===== src/rtl/i2s_receiver.sv =====
// i2s_receiver: Philips-format I2S slave receiver, oversampled and deserialised in the clk domain.
// Define I2S_RX_FS_MEAS_EN to add the fs_period frame-length measurement output.
module i2s_receiver #(
   parameter int I2S_BITS = 24,
   parameter int TIMEOUT  = 64
) (
   input  logic                clk,
   input  logic                reset,
   input  logic                i2s_bck,
   input  logic                i2s_lrck,
   input  logic                i2s_data,
   output logic [I2S_BITS-1:0] left,
   output logic [I2S_BITS-1:0] right,
   output logic                valid,
   output logic                locked,
`ifdef I2S_RX_FS_MEAS_EN
   output logic [15:0]         fs_period,
`endif
   output logic                frame_err
);
   localparam int TW = $clog2(TIMEOUT + 1);
   localparam logic [5:0] NB = 6'(I2S_BITS);
   typedef enum logic {HUNT, RECV} state_t;
   state_t state, state_nx;
   logic [2:0] bck_s;
   logic [1:0] lrck_s, data_s;
   logic lrck_q;
   logic [5:0] cnt, cnt_nx;
   logic [I2S_BITS-1:0] sh, word_nx, hold;
   logic [TW-1:0] tcnt;
   logic rise, fall_ev, raise_ev, short_slot, timeout, left_end, right_end, err;
   assign rise       = bck_s[1] & ~bck_s[2];
   assign fall_ev    = rise & lrck_q & ~lrck_s[1];
   assign raise_ev   = rise & ~lrck_q & lrck_s[1];
   assign cnt_nx     = (cnt == 6'd63) ? cnt : cnt + 6'd1;
   assign word_nx    = (cnt < NB) ? {sh[I2S_BITS-2:0], data_s[1]} : sh;
   assign short_slot = cnt_nx < NB;
   assign timeout    = !rise && tcnt == TW'(TIMEOUT - 1);
   always_comb begin
      state_nx  = state;
      left_end  = 1'b0;
      right_end = 1'b0;
      err       = 1'b0;
      if (timeout)
         state_nx = HUNT;
      else if (state == HUNT)
         state_nx = fall_ev ? RECV : HUNT;
      else if (fall_ev | raise_ev) begin
         err       = short_slot;
         left_end  = raise_ev & ~short_slot;
         right_end = fall_ev & ~short_slot;
         // a short slot ended by an lrck fall is itself the new alignment edge
         state_nx  = (short_slot & raise_ev) ? HUNT : RECV;
      end
   end
   always_ff @(posedge clk or posedge reset)
      if (reset) state <= HUNT;
      else       state <= state_nx;
   always_ff @(posedge clk or posedge reset)
      if (reset) begin
         bck_s     <= '0;
         lrck_s    <= '0;
         data_s    <= '0;
         lrck_q    <= 1'b0;
         cnt       <= '0;
         sh        <= '0;
         hold      <= '0;
         tcnt      <= '0;
         left      <= '0;
         right     <= '0;
         valid     <= 1'b0;
         locked    <= 1'b0;
         frame_err <= 1'b0;
      end else begin
         bck_s     <= {bck_s[1:0], i2s_bck};
         lrck_s    <= {lrck_s[0], i2s_lrck};
         data_s    <= {data_s[0], i2s_data};
         valid     <= right_end;
         frame_err <= err;
         tcnt      <= rise ? '0 : (tcnt == TW'(TIMEOUT)) ? tcnt : tcnt + TW'(1);
         if (rise) lrck_q <= lrck_s[1];
         if (timeout | (state == HUNT) | fall_ev | raise_ev) begin
            cnt <= '0;
            sh  <= '0;
         end else if (rise) begin
            cnt <= cnt_nx;
            sh  <= word_nx;
         end
         if (timeout)       hold <= '0;
         else if (left_end) hold <= word_nx;
         if (right_end) begin
            right  <= word_nx;
            left   <= hold;
            locked <= 1'b1;
         end else if (err | timeout)
            locked <= 1'b0;
      end
`ifdef I2S_RX_FS_MEAS_EN
   logic [15:0] fcnt;
   always_ff @(posedge clk or posedge reset)
      if (reset) begin
         fcnt      <= '0;
         fs_period <= '0;
      end else begin
         fcnt      <= fall_ev ? 16'd1 : (&fcnt) ? fcnt : fcnt + 16'd1;
         fs_period <= (err | timeout) ? 16'd0 : right_end ? fcnt : fs_period;
      end
`endif
endmodule


===== config.mk =====
export PLATFORM = sky130hd
export DESIGN_NAME = i2s_receiver
export DESIGN_NICKNAME = d
export VERILOG_FILES = /design/src/rtl/i2s_receiver.sv
export SDC_FILE = /design/constraint.sdc
export NUM_CORES = 1
export LEC_CHECK = 0
export CORE_AREA = 2 2 71 140
export CTS_BUF_LIST = sky130_fd_sc_hd__clkbuf_16
export DETAILED_ROUTE_END_ITERATION = 10
export DIE_AREA = 0 0 73 142
export PLACE_DENSITY = 0.89
export SETUP_SLACK_MARGIN = 0.05
export SYNTH_ARGS = -nofsm -noshare
export SYNTH_HDL_FRONTEND = slang
export SYNTH_SLANG_ARGS = --single-unit

===== constraint.sdc =====
create_clock -name clk -period 6.75 [get_ports clk]
set_clock_uncertainty 0.1 [all_clocks]
set_input_delay 1.35 -clock clk [delete_from_list [all_inputs] [get_ports clk]]
set_output_delay 1.35 -clock clk [all_outputs]
set_load 0.02 [all_outputs]

* After elaboration in Yosys (flattened, before gate mapping) *
Cells that the tools add are included.

cells by class
  add/sub/neg operators = 2
  $lt $le $gt $ge = 2
  eq/ne operators = 4
  mux-type cells = 26
  bitwise logic cells = 18
  reductions and logical operators = 5

operator list
  kind                                                        count
  two-way mux 24 bit                                          5
  two-way mux 6 bit                                           3
  two-way mux 1 bit                                           16
  two-way mux 7 bit                                           2
  less-than comparator 6 x 5 -> 1 bit, second input constant  2
  AND 1 bit                                                   8
  adder 7 x 1 -> 7 bit, second input constant                 1
  == test 7 x 6 -> 1 bit, second input constant               1
  == test 7 bit, second input constant                        1
  adder 6 x 1 -> 6 bit, second input constant                 1
  == test 6 bit, second input constant                        1
  nonzero test 2 bit                                          3
  NOT 1 bit                                                   5
  bitwise OR 1 bit                                            5
  != test 2 bit, second input constant                        1
  logical AND 1 bit                                           1
  zero test 1 bit                                             1

storage, ports and cells
  bits in registers = 121
  output and inout port bits = 51

* Logic depth before layout (Yosys ltp) *
Gate-level depths: netlist (run 1).

  word-level depth = 11
  gate-level depth with buffers = 8

* Least setup slack after synthesis (run 1) *
OpenSTA, ideal clock, no wires.

  path kind = reg2reg
  start point = register cnt[0]
  end point = register left[10]
  setup time = 0.125 ns
  arrival = 1.808 ns
  setup slack = 4.717 ns
  stages on the path, launching flop included = 8
  buffers on the path = 1
  clock period less this slack = 2.033 ns
  cell sequence = dfrtp_1 -> ha_1 -> and2_1 -> a211oi_2 -> nor3_4 -> nand2_2 -> buf_6 -> mux2_4

between the ends
  cells in the longest elaborated chain, start to end = 8
  elaborated cells between the ends (all ways) = 9
  classes of those cells = add/sub: 1; order compare: 1; eq/ne: 1; mux: 4; bitwise: 2

RTL lines
  what                                                   RTL line  source
  start, declared                                        28        logic [5:0] cnt, cnt_nx;
  start signal, assigned                                 86        cnt <= cnt_nx;
  adder 6 x 1 -> 6 bit or == test 6 bit (tied branches)  35        assign cnt_nx = (cnt == 6'd63) ? cnt : cnt + 6'd1;
  two-way mux 6 bit *                                    35
  less-than comparator 6 x 5 -> 1 bit *                  37        assign short_slot = cnt_nx < NB;
  NOT 1 bit *                                            51        right_end = fall_ev & ~short_slot;
  AND 1 bit *                                            51
  two-way mux 1 bit *                                    48        else if (fall_ev | raise_ev) begin
  two-way mux 1 bit *                                    46        else if (state == HUNT)
  two-way mux 1 bit *                                    44        if (timeout)
  end signal, assigned                                   93        left <= hold;
  end, declared                                          12        output logic [I2S_BITS-1:0] left,

Mark *: on every way between the ends. The rest lies on a longest branch, timed or not.
A chain may end at the register's enable or synchronous reset.

* Worst setup path in the final report (run 1) *
  start point = register cnt[0]
  end point = register left[0]

Same word-level chain as after synthesis.

==> impl.org, run 1 <==
** Setup path
- Data on the critical path is required at its endpoint by 6.93 ns.
- Startpoint type of the worst setup path :: register
- On the critical path, the stage with the largest delay is an instance of nand2_2.
- In this run the worst path has a maximum fanout of 77.
- For the worst setup path, the data arrival time is 3.34 ns.
- On the worst path, the slowest cell contributes a delay of 0.68 ns.
- The worst setup path is of the reg2reg kind.
- Cell chain of the critical path :: ha_1 -> and2_1 -> a211oi_2 -> nor3_4 -> buf_4 -> nand2_2 -> mux2_1
- STA classifies the critical path endpoint as a register.

** Timing
- Worst slew slack as a fraction of its limit :: 0.200
- Post-route minimum period :: 3.16 ns
- Setup violations remaining at the end of the flow were counted as 0.
- Number of endpoints with negative hold slack in the final report :: 0
- Maximum operating frequency :: 316 MHz
- Max-slew violation count :: 0
- Setup repair after global routing left no endpoint under its margin.
- Setup TNS Final :: 0 ns
- Dividing the final minimum period by the clock period gives 0.469.
- Transition time at the pin with the least slew margin :: 1.20 ns
- Final hold analysis gives a worst-case slack of 0.247 ns.

** Global route
- Aggregate global-route resource usage :: 0.239
- First-pass GRT wire length :: 18900 um
- Entering global routing, the biggest net connects 78 pins.
- The number of antenna violations at the first check in global routing came to 0.
- Global routing finished with a remaining overflow of 0.
- The via count of the first global-routing pass came to 3986.

** Synthesis
- Top cells by area, synth :: dfrtp_1 57%, a21oi_1 7.3%, a211oi_2 4.9%
- After technology mapping, the gate count stands at 460.
- Summing every instance area after synthesis gives 5310 um^2.
- A synthesized cell averages 11.6 um^2.
- Counting instances in the post-synthesis netlist gives the leading cell types as 121 x dfrtp_1, 77 x a21oi_1, 59 x nand2_1.
- Dominant synthesized flop cell :: dfrtp_1
- Synthesized net count :: 468
- After synthesis, the netlist uses 42 different library cells.
- Area fraction of the dominant cell type after synthesis :: 0.570
- In the post-synthesis netlist, the cell with the most instances is dfrtp_1.
- Number of flops mapped to enable cells by yosys :: 0
- Of the synthesized area, sequential elements account for 0.570.
- Counting flops with an async set or reset pin after synthesis yields a share of 1.00.
- Cell accounting for the most synthesized area :: dfrtp_1
- Count of state elements after synthesis :: 121
- Yosys warning total :: 0

** Clock network
- At the later pin of the worst-skew pair, clock insertion delay measures 0.41 ns.
- The number of hold buffers added after CTS was 0.
- Buffers added to address setup during post-CTS repair amount to 0.
- The clock tree synthesis step divided the H-tree into 4 levels.
- TritonCTS clock tree :: yes
- Clock tree sinks :: 121
- The longest clock path from root to sink contains 2 buffers.
- Post-CTS repair changed the size of 0 cells.
- TritonCTS buffer count :: 17
- Clock tree root driver cell :: clkbuf_16
- Clock-pin slew was measured on the worst setup and hold paths at 0.05 ns.

** Layout
- # fillers :: 607
- The area growth from synthesis to layout is 21.5%.
- 0 antenna diodes ended up in the layout.
- Net count of the finished layout :: 514
- Share of post-route cells with drive strength above 1 :: 0.160

** Placed design
- Summed over all nets, the half-perimeter wirelength after detailed placement is 6950 um.
- Routability-driven placement finished with a final weighted congestion of 0.808.
- During placement, the flow inserted port buffers numbering 55.

** Floorplan
- In this run the count of I/O pins placed on the die edge is 56.
- Floorplan die height :: 142 um
- Starting utilization of the core area :: 0.570
- The die covers 10400 um^2.
- Core ar. :: 9320 um^2
- Measured along the x axis, the die boundary spans 73 um.
- Row cnt :: 50

** Drt
- The routed layout has 3769 vias.
- DRC violations left :: 0
- For this block, the initial DRC count from the detailed router was 246.
- Post-detailed-route wirelength per cell :: 18.0 um
- The first detailed-routing pass ran for 5 iterations.
- The detail route stage leaves a number of antenna-violating nets equal to 0.
- DR vias/cell :: 6.05
- Summed over all layers, the routed wires come to 11200 um.

** Job
- Max-cap violations :: 0

** Power and ir drop
- IR analysis of the VDD net gives a maximum drop of 0.226 mV.
- Power spread over the standard cell area amounts to 263 nW/um^2.
- The analysis attributes to cell leakage a power of 2.92 nW.
- Power, Total :: 1.70 mW

** Outcome
- The flow ran to the end, and the final reports show no timing, DRC or antenna violations.

** Min path
- The min-delay analysis places its worst path in the category reg2reg.
-- per-stage QoR --
stage               cells  worst slack, ns  utilization  instance area, um^2
floorplan             460             2.09            -                 5310
global placement      591             3.54        0.630                 5870
detailed placement    591             3.48        0.630                 5870
CTS                   623             3.58        0.692                 6450
global route          623             3.41        0.692                 6450
finish                623             3.59        0.692                 6450
-- final timing paths --
check	end	slack, ns	start	cells past startpoint
max	left[0]	3.59	cnt[0]	7
min	data_s[1]	0.25	data_s[0]	0
max reg2reg	left[0]	3.59	cnt[0]	7
min reg2reg	data_s[1]	0.25	data_s[0]	0
max in group asynchronous	left[7]	3.98	reset	3
min in group asynchronous	tcnt[6]	1.34	reset	2
-- layout make-up --
type	instances	area, um^2	share of cell area
timing repair buffer	62	603	0.0934
clock inverter	15	160	0.0248
clock buffer	17	425	0.0659
tap	104	130	0.0202
sequential	121	3030	0.469
multi-input combinational	299	2090	0.323
inverter	5	21.3	0.00330
-- state kept, by name (all words and copies together) (netlist names) --
signal and cells:
bck_s 3, cnt 6, data_s 2, frame_err 1
hold 24, left 24, locked 1, lrck_q 1
lrck_s 2, right 24, sh 24, state 1
tcnt 7, valid 1
-- worst max-delay path, delay by kind of cell, from the launching register on --
kind | cells | cell delay [ns]
muxes | 1 | 0.53
DFF | 1 | 0.42
and+or+nand+nor | 3 | 1.04
adders and majority gates | 1 | 0.24
AOI/OAI and AO/OA | 1 | 0.09
buffers and inverters | 1 | 0.60
-- cells in the final DEF (no fill, tap or decap), drive strengths merged --
cell type        n
nor3b            4
nand4b           1
nor2b            1
nor3             3
nor2            14
nand2           61
bufinv           3
or3              2
buf              7
clkinvlp         3
xnor2            3
clkdlybuf4s50   55
xor2             4
ha               3
o31ai            2
a21oi           78
inv              6
dfrtp          121
a211oi          26
mux2            25
o21bai           1
clkinv           8
nor4             1
nand3            7
clkbuf          17
and2             3
o21ai            4
mux2i           26
nand2b           3
o311ai           1
a21o             1
a31oi           24
a311o            1
-- metal layers --
layer	share of wire	global-route usage	wire length (um)
met3	0.032	0.0616	354
met1	0.37	0.263	4160
met4	0.031	0.117	345
met2	0.57	0.415	6350
met5	0	0	0
-- cell families (layout without fill, tap and decap cells) --
logic type | count (synthesis) | after routing | share of synthesized area
buf+inv | 40 | 99 | 0.0403
mux | 51 | 51 | 0.109
xor+xnor | 7 | 7 | 0.0115
compound gates | 138 | 138 | 0.173
fa+ha+maj | 3 | 3 | 0.00706
flops | 121 | 121 | 0.570
simple gates | 100 | 100 | 0.0895
-- where the power goes --
group / total, mW / switching (mW) / internal, mW
registers: 0.752 / 0.0142 / 0.738
logic: 0.0607 / 0.0407 / 0.0200
clock network: 0.884 / 0.311 / 0.573
No activity file was read; power rests on OpenSTA's default activity.
==> inputs of run 2 (changes only) <==
- CORE_AREA: 2 2 71 140 -> 2 2 76 150
- DIE_AREA: 0 0 73 142 -> 0 0 78 152
- PLACE_DENSITY: 0.89 -> 0.83
- clock period: 6.75 -> 2.5 ns (I/O delays scaled with it)
==> run 2 against run 1 <==
Register-to-register slack got worse by 3.3 ns; non-clock buffer count rose by 19; critical path depth unchanged; first-iteration DRC count decreased by 11%; maximum frequency rose by 41%; clock power rose to 2.6 times the previous value; final area is 3.2% higher; die area rose by 14%; total power rose to 2.7 times the previous value; largest cell class unchanged.
==> impl.org, run 2 (synthesis gave the netlist of run 1 again) <==
** Floorplan
- Die width :: 78 um
- Floorplan die height :: 152 um
- Row cnt :: 54
- Die footprint :: 11900 um^2
- Top-Level Pins :: 56
- The total area inside the core boundary comes to 10800 um^2.
- Starting utilization of the core area :: 0.492

** Setup path
- Startpoint type of the worst setup path :: register
- Arrival time of data at the critical path endpoint :: 2.44 ns
- Required time reported for the critical path endpoint :: 2.69 ns
- Startpoint of the worst register-to-register path :: cnt[0]
- Worst Reg2Reg Path Length in Cells :: 7
- Grouping stages by cell kind, the critical path spends the most delay in flip-flops.
- The largest individual stage delay along the critical path comes from the cell dfrtp_1.
- Register-to-register path setup slack :: 0.26 ns
- Destination of the worst register-to-register timing path :: left[20]
- Buffers plus inverters on the worst setup path :: 1
- STA classifies the critical path endpoint as a register.
- Delay of the slowest cell on the worst path :: 0.43 ns
- Cell chain of the critical path :: ha_1 -> and2_1 -> a211oi_2 -> nor3_4 -> nand2_2 -> buf_4 -> mux2_2
- Critical path start-end classification :: reg2reg
- Maximum fanout count along the critical path :: 16

** Clock network
- The H-tree was split into 4 levels.
- Count of instances resized after the clock tree is built :: 0
- Insertion delay of the later-clocked pin in the worst-skew pair :: 0.41 ns
- Clock buffer depth :: 2
- TritonCTS buffer count :: 17
- Clock tree sinks :: 121
- Clock slew at the register clock pins of the worst setup and hold paths :: 0.05 ns
- Once the clock tree was built, the setup fixing pass inserted 0 buffers.
- Clock tree root driver cell :: clkbuf_16
- TritonCTS clock tree :: yes
- Number of buffers inserted for hold repair after clock tree synthesis :: 0

** Drt
- The routed layout has 3777 vias.
- The detail route stage leaves a number of antenna-violating nets equal to 0.
- Wires add up to 11400 um.
- In the routed layout, each cell is associated on average with a via count of 5.59.
- Iteration-0 DRC count of the detailed router :: 218
- Dividing the detail-routed wire length by the instance count gives 16.9 um.
- Before antenna repair, the detailed router went through 4 iterations.
- In the routed design, unresolved DRC markers number 0.

** Global route
- Aggregate global-route resource usage :: 0.206
- Entering global routing, the biggest net connects 49 pins.
- Vias in the first global route :: 3886
- The total overflow left after global routing is 0.
- First-pass GRT wire length :: 19100 um
- Number of antenna violations at the first check in global routing :: 0

** Layout
- Most common cell after layout, fill and taps aside :: dfrtp_1
- Final standard cell utilization of the core :: 0.616
- Count of inserted antenna diode cells :: 0
- # fillers :: 833
- In the final layout, the share of cells above drive strength 1 is 0.183.
- Count of non-filler cells in the finished layout :: 676
- From synthesis to final layout, the design area changed by 25.3%.
- At the end of the flow, the number of nets in the layout was 533.
- Post-route cell area :: 6660 um^2
- Highest-count cells in the layout ignoring fill and taps :: 121 x dfrtp_1, 77 x a21oi_1, 59 x nand2_1

** Placed design
- OpenSTA, run right after detailed placement, puts the worst setup slack at 0.282 ns.
- The number of placed instances, taps included, is 646.
- In this run the tool buffered the top-level ports with 55 buffer cells.
- The congestion estimate from routability-driven global placement came to 0.798.
- Once detailed placement completed, the half-perimeter wirelength came to 7800 um.
- Once placement finished, the instance area stood at 6090 um^2.

** Timing
- Worst hold slack across all endpoints :: 0.250 ns
- The count of pins over their slew limit is 0.
- Setup TNS Final :: 0 ns
- Setup violations remaining at the end of the flow were counted as 0.
- Post-route minimum period :: 2.24 ns
- In the finished design, the share of the clock period the worst path needs comes to 0.897.
- For this run, the top clock speed supported by timing is 446 MHz.
- Fin worst setup slack :: 0.257 ns
- At the pin with the least slew margin, the transition time is 0.666 ns.
- Headroom to the max-slew limit came out at 0.555.
- Number of endpoints with negative hold slack in the final report :: 0
- Setup repair after global routing missed its margin :: no

** Power and ir drop
- The analysis attributes to cell leakage a power of 3.02 nW.
- Largest voltage drop on the vdd net :: 0.539 mV
- In this run the power density over the cells is 684 nW/um^2.
- Power, Total :: 4.55 mW

** Min path
- Along the worst hold path, the cell count comes to 0.
- Worst min-delay path category :: reg2reg
- Critical hold path startpoint :: data_s[0]
- Hold Path End :: data_s[1]

** Outcome
- The run finished with clean final reports.

** Job
- Max-cap violations :: 0
==> run 2: worst max-delay path by stage <==
stage / slack, ns / to / startpoint / depth (start not counted)
floorplan: 0.42 / bck_s[0] / reset / 1
CTS: 0.26 / left[20] / cnt[0] / 7
detailed placement: 0.28 / left[21] / cnt[0] / 7
global placement: 0.38 / left[20] / cnt[0] / 7
finish: 0.26 / left[20] / cnt[0] / 7
global route: 0.13 / right[6] / bck_s[1] / 7
==> run 2: final cells by class <==
type	instances	area, um^2	area share
Sequential cell	121	3030	0.455
Multi-Input combinational cell	299	2090	0.313
Timing Repair Buffer	81	783	0.118
Clock buffer	17	425	0.0639
Tap cell	140	175	0.0263
Clock inverter	13	140	0.0210
Inverter	5	22.5	0.00338
==> run 2: report_power, final <==
part / switching [mW] / leakage (nW) / internal, mW / total [mW]
registers: 0.0386 / 1.67 / 1.99 / 2.03
clock network: 0.812 / 0.277 / 1.53 / 2.34
logic: 0.110 / 1.07 / 0.0708 / 0.181
==> run 2: per-layer routing <==
metal / GRT usage / routed length [um]
met4: 0.0944 / 278
met2: 0.366 / 6420
met1: 0.225 / 4320
met5: 0 / 0
met3: 0.0546 / 405
